==> config.mk <==
export PLATFORM = sky130hd
export DESIGN_NAME = uart_tx_arbiter
export DESIGN_NICKNAME = d
export VERILOG_FILES = /design/src/rtl/uart_arb_pkg.sv /design/src/rtl/rr_picker.sv /design/src/rtl/uart_tx_arbiter.sv
export SDC_FILE = /design/constraint.sdc
export NUM_CORES = 1
export LEC_CHECK = 0
export ABC_AREA = 1
export BUFFER_PORTS_ARGS = -buffer_cell sky130_fd_sc_hd__buf_2
export CAP_MARGIN = 20
export CORE_MARGIN = 5
export CORE_UTILIZATION = 30
export DETAILED_ROUTE_END_ITERATION = 10
export GPL_TIMING_DRIVEN = 0
export PLACE_DENSITY = 0.51
export RECOVER_POWER = 100
export SLEW_MARGIN = 20
export SYNTH_ARGS = -nofsm -noshare
export SYNTH_HDL_FRONTEND = slang
export SYNTH_SLANG_ARGS = --single-unit
==> constraint.sdc <==
create_clock -name clk -period 4.2 [get_ports clk]
set_input_delay 0.21 -clock clk [delete_from_list [all_inputs] [get_ports clk]]
set_output_delay 0.21 -clock clk [all_outputs]
set_load 0.02 [all_outputs]
==> src/rtl/uart_arb_pkg.sv <==
// Shared types and constants for the UART transmit arbiter.
package uart_arb_pkg;

  typedef enum logic [1:0] {
    StIdle,
    StStart,
    StWait
  } state_e;

  localparam int unsigned BYTE_W       = 8;
  localparam int unsigned BIT_CYCLES   = 2604;
  localparam int unsigned FRAME_CYCLES = 10 * BIT_CYCLES;

endpackage

==> src/rtl/rr_picker.sv <==
// Round-robin pick: first set req bit strictly after last_gnt, wrapping modulo NUM_REQ.
module rr_picker #(
  parameter int unsigned NUM_REQ = 4
) (
  input  logic [NUM_REQ-1:0]         req,
  input  logic [$clog2(NUM_REQ)-1:0] last_gnt,
  output logic                       gnt_valid,
  output logic [$clog2(NUM_REQ)-1:0] gnt_idx
);

  localparam int unsigned IdxW = $clog2(NUM_REQ);

  logic [2*NUM_REQ-1:0] req_dbl;
  logic [NUM_REQ-1:0]   req_rot;
  logic [IdxW-1:0]      start;
  logic [IdxW-1:0]      offset;
  logic [IdxW:0]        sum;

  always_comb begin
    start   = (last_gnt == IdxW'(NUM_REQ - 1)) ? '0 : last_gnt + IdxW'(1);
    // Doubling the vector turns the rotation into a plain part-select.
    req_dbl = {req, req};
    req_rot = req_dbl[start +: NUM_REQ];
    offset  = '0;
    for (int k = NUM_REQ - 1; k >= 0; k--) begin
      if (req_rot[k]) offset = IdxW'(k);
    end
    sum = {1'b0, start} + {1'b0, offset};
    if (sum >= (IdxW + 1)'(NUM_REQ)) sum = sum - (IdxW + 1)'(NUM_REQ);
    gnt_idx   = sum[IdxW-1:0];
    gnt_valid = |req;
  end

endmodule

==> src/rtl/uart_tx_arbiter.sv <==
// Shares one UART transmitter among NUM_REQ byte producers with round-robin grants,
// completion reporting and a per-byte watchdog.
module uart_tx_arbiter
  import uart_arb_pkg::*;
#(
  parameter int unsigned NUM_REQ        = 4,
  parameter int unsigned TIMEOUT_CYCLES = 32768
) (
  input  logic                        clk,
  input  logic                        rst,
  input  logic [NUM_REQ-1:0]          req,
  input  logic [BYTE_W*NUM_REQ-1:0]   req_data,
  output logic [NUM_REQ-1:0]          ack,
  output logic [NUM_REQ-1:0]          done,
  output logic [$clog2(NUM_REQ)-1:0]  gnt_id,
  output logic                        busy,
  output logic                        timeout_err,
  output logic                        trmt,
  output logic [BYTE_W-1:0]           tx_data,
  input  logic                        tx_done
);

  localparam int unsigned IdxW = $clog2(NUM_REQ);
  localparam int unsigned TmrW = $clog2(TIMEOUT_CYCLES + 1);
  localparam logic [TmrW-1:0] TmrLast = TmrW'(TIMEOUT_CYCLES - 1);

  state_e              state_q, state_d;
  logic [IdxW-1:0]     gnt_id_q, gnt_id_d;
  logic [IdxW-1:0]     last_gnt_q, last_gnt_d;
  logic [BYTE_W-1:0]   tx_data_q, tx_data_d;
  logic [NUM_REQ-1:0]  ack_q, ack_d;
  logic [NUM_REQ-1:0]  done_q, done_d;
  logic                timeout_err_q, timeout_err_d;
  logic                tx_done_q;
  logic [TmrW-1:0]     timer_q, timer_d;

  logic                pick_valid;
  logic [IdxW-1:0]     pick_idx;
  logic [BYTE_W-1:0]   req_bytes [NUM_REQ];
  logic                tx_done_rise;

  rr_picker #(
    .NUM_REQ (NUM_REQ)
  ) u_rr_picker (
    .req       (req),
    .last_gnt  (last_gnt_q),
    .gnt_valid (pick_valid),
    .gnt_idx   (pick_idx)
  );

  always_comb begin
    for (int i = 0; i < NUM_REQ; i++) begin
      req_bytes[i] = req_data[BYTE_W*i +: BYTE_W];
    end
  end

  assign tx_done_rise = tx_done & ~tx_done_q;

  always_comb begin
    state_d       = state_q;
    gnt_id_d      = gnt_id_q;
    last_gnt_d    = last_gnt_q;
    tx_data_d     = tx_data_q;
    timer_d       = timer_q;
    ack_d         = '0;
    done_d        = '0;
    timeout_err_d = 1'b0;
    unique case (state_q)
      StIdle: begin
        if (pick_valid) begin
          state_d         = StStart;
          gnt_id_d        = pick_idx;
          tx_data_d       = req_bytes[pick_idx];
          ack_d[pick_idx] = 1'b1;
        end
      end
      StStart: begin
        timer_d = '0;
        state_d = StWait;
      end
      StWait: begin
        timer_d = timer_q + TmrW'(1);
        // A completion on the last allowed cycle still counts as success.
        if (tx_done_rise) begin
          done_d[gnt_id_q] = 1'b1;
          last_gnt_d       = gnt_id_q;
          state_d          = StIdle;
        end else if (timer_q == TmrLast) begin
          timeout_err_d = 1'b1;
          last_gnt_d    = gnt_id_q;
          state_d       = StIdle;
        end
      end
      default: state_d = StIdle;
    endcase
  end

  always_ff @(posedge clk) begin
    if (rst) begin
      state_q       <= StIdle;
      gnt_id_q      <= '0;
      last_gnt_q    <= IdxW'(NUM_REQ - 1);
      tx_data_q     <= '0;
      ack_q         <= '0;
      done_q        <= '0;
      timeout_err_q <= 1'b0;
      tx_done_q     <= 1'b0;
      timer_q       <= '0;
    end else begin
      state_q       <= state_d;
      gnt_id_q      <= gnt_id_d;
      last_gnt_q    <= last_gnt_d;
      tx_data_q     <= tx_data_d;
      ack_q         <= ack_d;
      done_q        <= done_d;
      timeout_err_q <= timeout_err_d;
      tx_done_q     <= tx_done;
      timer_q       <= timer_d;
    end
  end

  assign ack         = ack_q;
  assign done        = done_q;
  assign gnt_id      = gnt_id_q;
  assign tx_data     = tx_data_q;
  assign timeout_err = timeout_err_q;
  assign busy        = (state_q != StIdle);
  assign trmt        = (state_q == StStart);

endmodule

**Yosys cells after proc, flatten, opt, wreduce, memory -nomap -nowiden**

Cells that the tools add are included.

- Bits of input ports: 39
- Output and inout bits: 21
- Logic and storage cells: 67
- Bits in registers: 40

- Mux-type cells: 21
- Add/sub/neg operators: 4
- Order comparisons: 6
- Reductions and logical operators: 13
- Bitwise operators: 7
- Eq/ne operators: 6
- Shift-type cells: 1

Operator list:

| operator | number |
|---|---|
| 16-bit case mux with 2 select lines | 1 |
| 2-bit 2-to-1 mux | 11 |
| 16-bit by 1-bit adder with 16-bit output (second input constant) | 1 |
| 8-bit binary-select mux with 2-bit select | 1 |
| 16-bit by 15-bit equality test with 1-bit output (second input constant) | 1 |
| 8-bit 2-to-1 mux | 2 |
| 3-bit OR reduction | 3 |
| 8-bit by 3-bit indexed part select with 4-bit output | 1 |
| 3-bit greater-or-equal comparator (second input constant) | 2 |
| 2-bit by 3-bit < comparator with 1-bit output (second input constant) | 2 |
| 2-bit case mux with 3 select lines | 1 |
| 2-bit AND reduction | 3 |
| 2-bit nonzero test | 3 |
| 1-bit NOT | 5 |
| 1-bit demux with 2-bit select | 2 |
| 2-bit equality test (second input constant) | 2 |
| 2-bit by 1-bit greater-or-equal comparator with 1-bit output (second input constant) | 2 |
| 4-bit OR reduction | 1 |
| 2-bit by 2-bit adder with 3-bit output | 1 |
| 1-bit 2-to-1 mux | 3 |
| 3-bit != test (second input constant) | 1 |
| 2-bit NOT with 3-bit output | 1 |
| 2-bit by 1-bit adder with 2-bit output (second input constant) | 1 |
| 2-bit by 1-bit equality test with 1-bit output (second input constant) | 1 |
| other kinds (5) | 6 |

**Longest topological paths before layout**

- Word-level depth: 14
- Depth in mapped cells: 20
- Mapped depth without buffers: 20

**By module**

A second synthesis with hierarchy kept.

- Cell total of the unflattened synthesis: 299
- Area total of the unflattened synthesis: 2107.0 um^2

Modules (own cells, without submodules):

| module | times used | area an instance (um^2) | cells each |
|---|---|---|---|
| uart_tx_arbiter | 1 | 1834.3 | 243 |
| rr_picker | 1 | 272.8 | 56 |

**Worst setup path after synthesis**

Ideal clock, no wire load.

- Path type: register -> register
- Start point: register last_gnt_q[0]
- End point: register tx_data_q[0] (netlist: tx_data[0])
- Setup slack: 1.573 ns
- Setup time: 0.116 ns
- Clock period less this slack: 2.627 ns
- Data required time: 4.084 ns
- Arrival: 2.510 ns
- Cell stages (with the launch flop): 15
- Buffers on the path: 2
- Cell sequence: dfxtp_1 -> ha_1 -> inv_1 -> nand3_1 -> nand2_1 -> inv_1 -> nand2_1 -> inv_1 -> ha_1 -> buf_6 -> dlygate4sd1_1 -> mux2i_1 -> nand2_1 -> nand3_1 -> a21oi_1

- Longest elaborated chain between the ends: 14
- Elaborated cells on any way between the ends: 16
- Classes of those cells: 3 x add/sub; 1 x order compare; 1 x eq/ne; 1 x shift; 9 x mux; 1 x bitwise

RTL lines:

| item | RTL line | RTL |
|---|---|---|
| start, declared | uart_tx_arbiter.sv:29 | `logic [IdxW-1:0] last_gnt_q, last_gnt_d;` |
| start signal, assigned | uart_tx_arbiter.sv:102 | `last_gnt_q <= IdxW'(NUM_REQ - 1);` |
| start signal, assigned | uart_tx_arbiter.sv:112 | `last_gnt_q <= last_gnt_d;` |
| 2-bit by 1-bit adder with 2-bit output / 2-bit equality test (equally long branches) | rr_picker.sv:20 | `start = (last_gnt == IdxW'(NUM_REQ - 1)) ? '0 : last_gnt + IdxW'(1);` |
| 2-bit 2-to-1 mux * | rr_picker.sv:20 |  |
| 8-bit by 3-bit indexed part select with 4-bit output | rr_picker.sv:23 | `req_rot = req_dbl[start +: NUM_REQ];` |
| 2-bit 2-to-1 mux (4 in series) | rr_picker.sv:26 | `if (req_rot[k]) offset = IdxW'(k);` |
| 2-bit by 2-bit adder with 3-bit output * | rr_picker.sv:28 | `sum = {1'b0, start} + {1'b0, offset};` |
| 3-bit greater-or-equal comparator / 2-bit by 1-bit subtractor with 2-bit output (equally long branches) | rr_picker.sv:29 | `if (sum >= (IdxW + 1)'(NUM_REQ)) sum = sum - (IdxW + 1)'(NUM_REQ);` |
| 2-bit 2-to-1 mux * | rr_picker.sv:29 |  |
| 2-bit NOT with 3-bit output (not written as such) * | uart_tx_arbiter.sv:73 | `tx_data_d = req_bytes[pick_idx];` |
| 8-bit binary-select mux with 2-bit select * | uart_tx_arbiter.sv:73 |  |
| 8-bit 2-to-1 mux (not written as such) * (2 in series) | uart_tx_arbiter.sv:73 |  |
| end signal, assigned | uart_tx_arbiter.sv:113 | `tx_data_q <= tx_data_d;` |
| end, declared | uart_tx_arbiter.sv:30 | `logic [BYTE_W-1:0] tx_data_q, tx_data_d;` |

Mark *: on every way between the ends. The rest lies on a longest branch, timed or not. The select of a mux whose other input is x is not followed.
A chain may end at the register's enable or synchronous reset.

**Worst setup path after layout**

- Start point: register last_gnt_q[0]
- End point: register tx_data_q[1] (netlist: tx_data[1])

The elaborated chain is that of the path after synthesis.

==> impl_results.rst <==
.. list-table::
   :header-rows: 1

   * - Metric
     - Value
   * - Worst skew pair latency
     - 290 ps
   * - Layout-stage area growth over the synthesis result
     - 20.4%
   * - Count of endpoints failing hold in the final timing report
     - 0
   * - Yosys reg bits
     - 40
   * - ANT nets after route
     - 0
   * - Combined area of the multi-input logic cells
     - 1120 sq um
   * - P per Cell Area
     - 442 nW/um^2
   * - Fraction of power consumed by the clock network
     - 0.270
   * - Width of the chip
     - 95.1 microns
   * - Largest stage delay, worst path
     - 630 ps
   * - Mapped cell area
     - 2170 sq um
   * - Final Instance Count excl. Fillers
     - 450
   * - Slew @ Worst Pin
     - 1030 ps
   * - Critical setup path kind
     - flop to flop
   * - Worst Hold Depth
     - 3
   * - Critical path fanouts, max
     - 10
   * - Ports
     - 60
   * - Count of input and output buffers
     - 59
   * - Worst-path cell chain
     - ha_1 > inv_1 > nand2_1 > nand2_1 > nand3_1 > nand2_1 > nand3_1 > nand3_1 > nand2_1 > inv_1 > ha_1 > buf_6 > dlygate4sd2_1 > mux2i_1 > nand2_1 > nand3_1 > a21oi_1
   * - Final Total Pwr
     - 1.16 mW
   * - Leakage power total
     - 1.18 nW
   * - Cell count after synthesis
     - 284
   * - Worst voltage drop across the vdd grid
     - 0.180 mV
   * - Standard-cell rows
     - 31
   * - Setup TNS
     - 0 ps
   * - Via density per instance
     - 4.50
   * - Starting utilization of the core area
     - 0.305
   * - Maximum number of pins on one net before global-route repair
     - 13
   * - WHS Endpoint
     - tx_done_q
   * - Number of warnings issued by yosys
     - 0
   * - 1st-pass router iterations
     - 5
   * - Post-route DRC
     - 0
   * - Outcome
     - finished, final reports clean
   * - Commonest non-fill, non-tap cell in the layout
     - nand2_1
   * - Full die area
     - 9050 sq um
   * - Reg-to-reg endpoint
     - tx_data[1]
   * - Wire length per cell after detailed routing
     - 11.7 microns
   * - Count of inserted antenna diode cells
     - 0
   * - Post-CTS clock slew at the launch and capture registers of the worst setup and hold paths
     - 80 ps
   * - Vias in the first global route
     - 1924
   * - Prevailing post-synth register cell
     - dfxtp_1
   * - HPWL after DPL
     - 4120 microns
   * - Net Count, Synth
     - 329
   * - Number of sinks driven by the clock tree
     - 40
   * - Die height
     - 95.1 microns
   * - Top library cells by usage in the layout, fill and taps aside
     - 58 x nand2_1, 40 x dfxtp_1, 38 x buf_2, 36 x nand3_1, 35 x inv_1
   * - Post-route clock period utilization
     - 0.759
   * - Initial antenna violation count
     - 0
   * - Average size of a mapped cell
     - 7.65 sq um
   * - Final count of pins violating max slew
     - 0
   * - Post CTS Setup Buffer Count
     - 0
   * - Part of the Yosys area used for sequential elements
     - 0.368
   * - Footprint of the flip-flops and latches
     - 801 sq um
   * - Top cell type's share of synthesized area
     - 0.368
   * - Proportion of layout cells with a drive suffix above 1
     - 0.177
   * - Core area
     - 7140 sq um
   * - CP Capture Type
     - flop
   * - Initial DRC Count
     - 88
   * - Clock root buffer master
     - clkbuf_8
   * - Number of H-tree levels
     - 2
   * - Max clock buf depth
     - 2
   * - Wire length of the first global-routing pass
     - 8750 microns
   * - Worst max-slew margin expressed relative to the limit
     - 0.306
   * - Number of buffers inserted during clock tree synthesis
     - 5
   * - Last weighted congestion value of the routability-driven placer
     - 0.814
   * - Fillers
     - 819
   * - Cell internal power dissipation
     - 0.742 mW
   * - Arrival @ worst endpoint
     - 3330 ps
   * - Internal reg-to-reg setup slack
     - 1010 ps
   * - Crit path top cell by count
     - nand2_1
   * - Via Count
     - 2025
   * - Hold Crit Class
     - input pin to flop
   * - Grt total ovfl
     - 0
   * - Number of distinct library cells after synthesis
     - 36
   * - Highest-delay cell along the critical path
     - dlygate4sd2_1
   * - CTS tree
     - built
   * - Max-cap violations
     - 0
   * - Total routed wirelength
     - 5280 microns
   * - WP data required
     - 4340 ps
   * - GRT Resource Usage Total
     - 0.121
   * - Most area-hungry cell type in the Yosys netlist
     - dfxtp_1
   * - Depth of the worst register-to-register path
     - 17
   * - Largest cells by area after synthesis
     - dfxtp_1 37%, nand2_1 9.5%, nand3_1 8.1%
   * - Sort of element at the start of the critical path
     - flop
   * - Count of hold-fix buffers inserted at cts
     - 0
   * - Critical R2R Launch
     - last_gnt_q[0]
   * - EDFF count, synth
     - 0
   * - Async SR Flop Fraction
     - 0
   * - Power share of the combinational group
     - 0.342
   * - Shortest clock period the worst path allows after layout
     - 3190 ps
   * - Achievable frequency
     - 0.314 GHz
   * - Resize count post-CTS
     - 0
   * - Final setup violation count
     - 0
   * - Hold Startpoint
     - tx_done
   * - Sequential share of power
     - 0.388
   * - Worst clock skew
     - 13.9 ps
   * - Switching Fraction
     - 0.359
   * - Unrepaired setup endpoints after global routing
     - no
   * - Switching power total
     - 0.416 mW
   * - Number of nets in the layout
     - 395
   * - Post-placement cell count
     - 442
[area by class of cell]
type | instances | share of cell area
Timing Repair Buffer | 59 | 0.103
Tap cell | 99 | 0.0473
Buffer | 6 | 0.0210
Clock inverter | 2 | 0.0134
Inverter | 38 | 0.0545
Sequential cell | 40 | 0.306
Multi-Input combinational cell | 200 | 0.427
Clock buffer | 6 | 0.0277
[worst max-delay path: cells and delay by family (launching register included)]
| family | cells | cell delay, ps |
|---|---|---|
| buffers and inverters | 4 | 900 |
| multiplexers | 1 | 260 |
| flip-flops | 1 | 440 |
| AO/OA/AOI/OAI | 1 | 70 |
| AND/OR/NAND/NOR | 9 | 820 |
| adder cells (fa/ha/maj) | 2 | 530 |
[worst max-delay path by stage]
stage / start / endpoint / slack, ps / depth (start not counted)
final: last_gnt_q[0] / tx_data[1] / 1010 / 17
after global routing: last_gnt_q[0] / tx_data[1] / 660 / 17
after CTS: last_gnt_q[0] / tx_data[1] / 1120 / 14
after detailed placement: last_gnt_q[0] / tx_data[1] / 1140 / 14
after global placement: last_gnt_q[0] / tx_data[1] / 1150 / 14
after floorplan: last_gnt_q[0] / tx_data[0] / 1570 / 14
[sequential cells by signal, summed over array words and instances (netlist names)]
| signal | flops |
|---|---|
| timer_q | 16 |
| tx_data | 8 |
| ack | 4 |
| done | 4 |
| gnt_id | 2 |
| last_gnt_q | 2 |
| state_q | 2 |
| timeout_err | 1 |
| tx_done_q | 1 |
[cell usage after synthesis, types with 2 or more instances]
cell type	instances
inv_2	3
nor4_1	2
ha_1	6
mux2i_1	16
nor2_4	2
or2_2	2
nand2_1	55
a21oi_1	20
dfxtp_1	40
nand3_2	2
o211ai_1	2
o21ai_0	9
clkbuf_8	3
nand2_2	4
xnor2_1	2
inv_1	34
nor2_1	15
nand4_1	3
nand2_4	2
nor3_1	12
nand3_1	35
[kinds of logic after synthesis]
family / synth area share
flip-flops: 0.368
multiplexers: 0.0737
AND/OR/NAND/NOR: 0.318
AO/OA/AOI/OAI: 0.0967
buffers and inverters: 0.0961
XOR/XNOR: 0.0121
adder cells (fa/ha/maj): 0.0345
[power groups by stage]
stage	sequential (mW)	combinational [mW]	clock [mW]
after floorplan	0.490	0.277	0
after global routing	0.455	0.446	0.342
after global placement	0.457	0.428	0
final	0.449	0.396	0.313
after CTS	0.449	0.430	0.324
after detailed placement	0.457	0.428	0
[per-layer routing]
metal	track usage	vias up	share of wire	wire length, microns
met3	0.0339	2	0.063	331
met4	0.0252	0	0.0040	21
met1	0.149	906	0.47	2480
met5	0	-	0	0
li1	-	1074	-	-
met2	0.209	43	0.46	2450
[per-stage QoR]
step	hold WS, ps	utilization	worst slack [ps]	instance area (sq um)
global route	167	0.367	658	2620
floorplan	283	-	1570	2170
finish	167	0.367	1010	2620
CTS	160	0.378	1120	2700
detailed placement	454	0.363	1140	2590
global placement	452	0.363	1150	2590
Note: power is estimated with default switching activity, not from simulation.
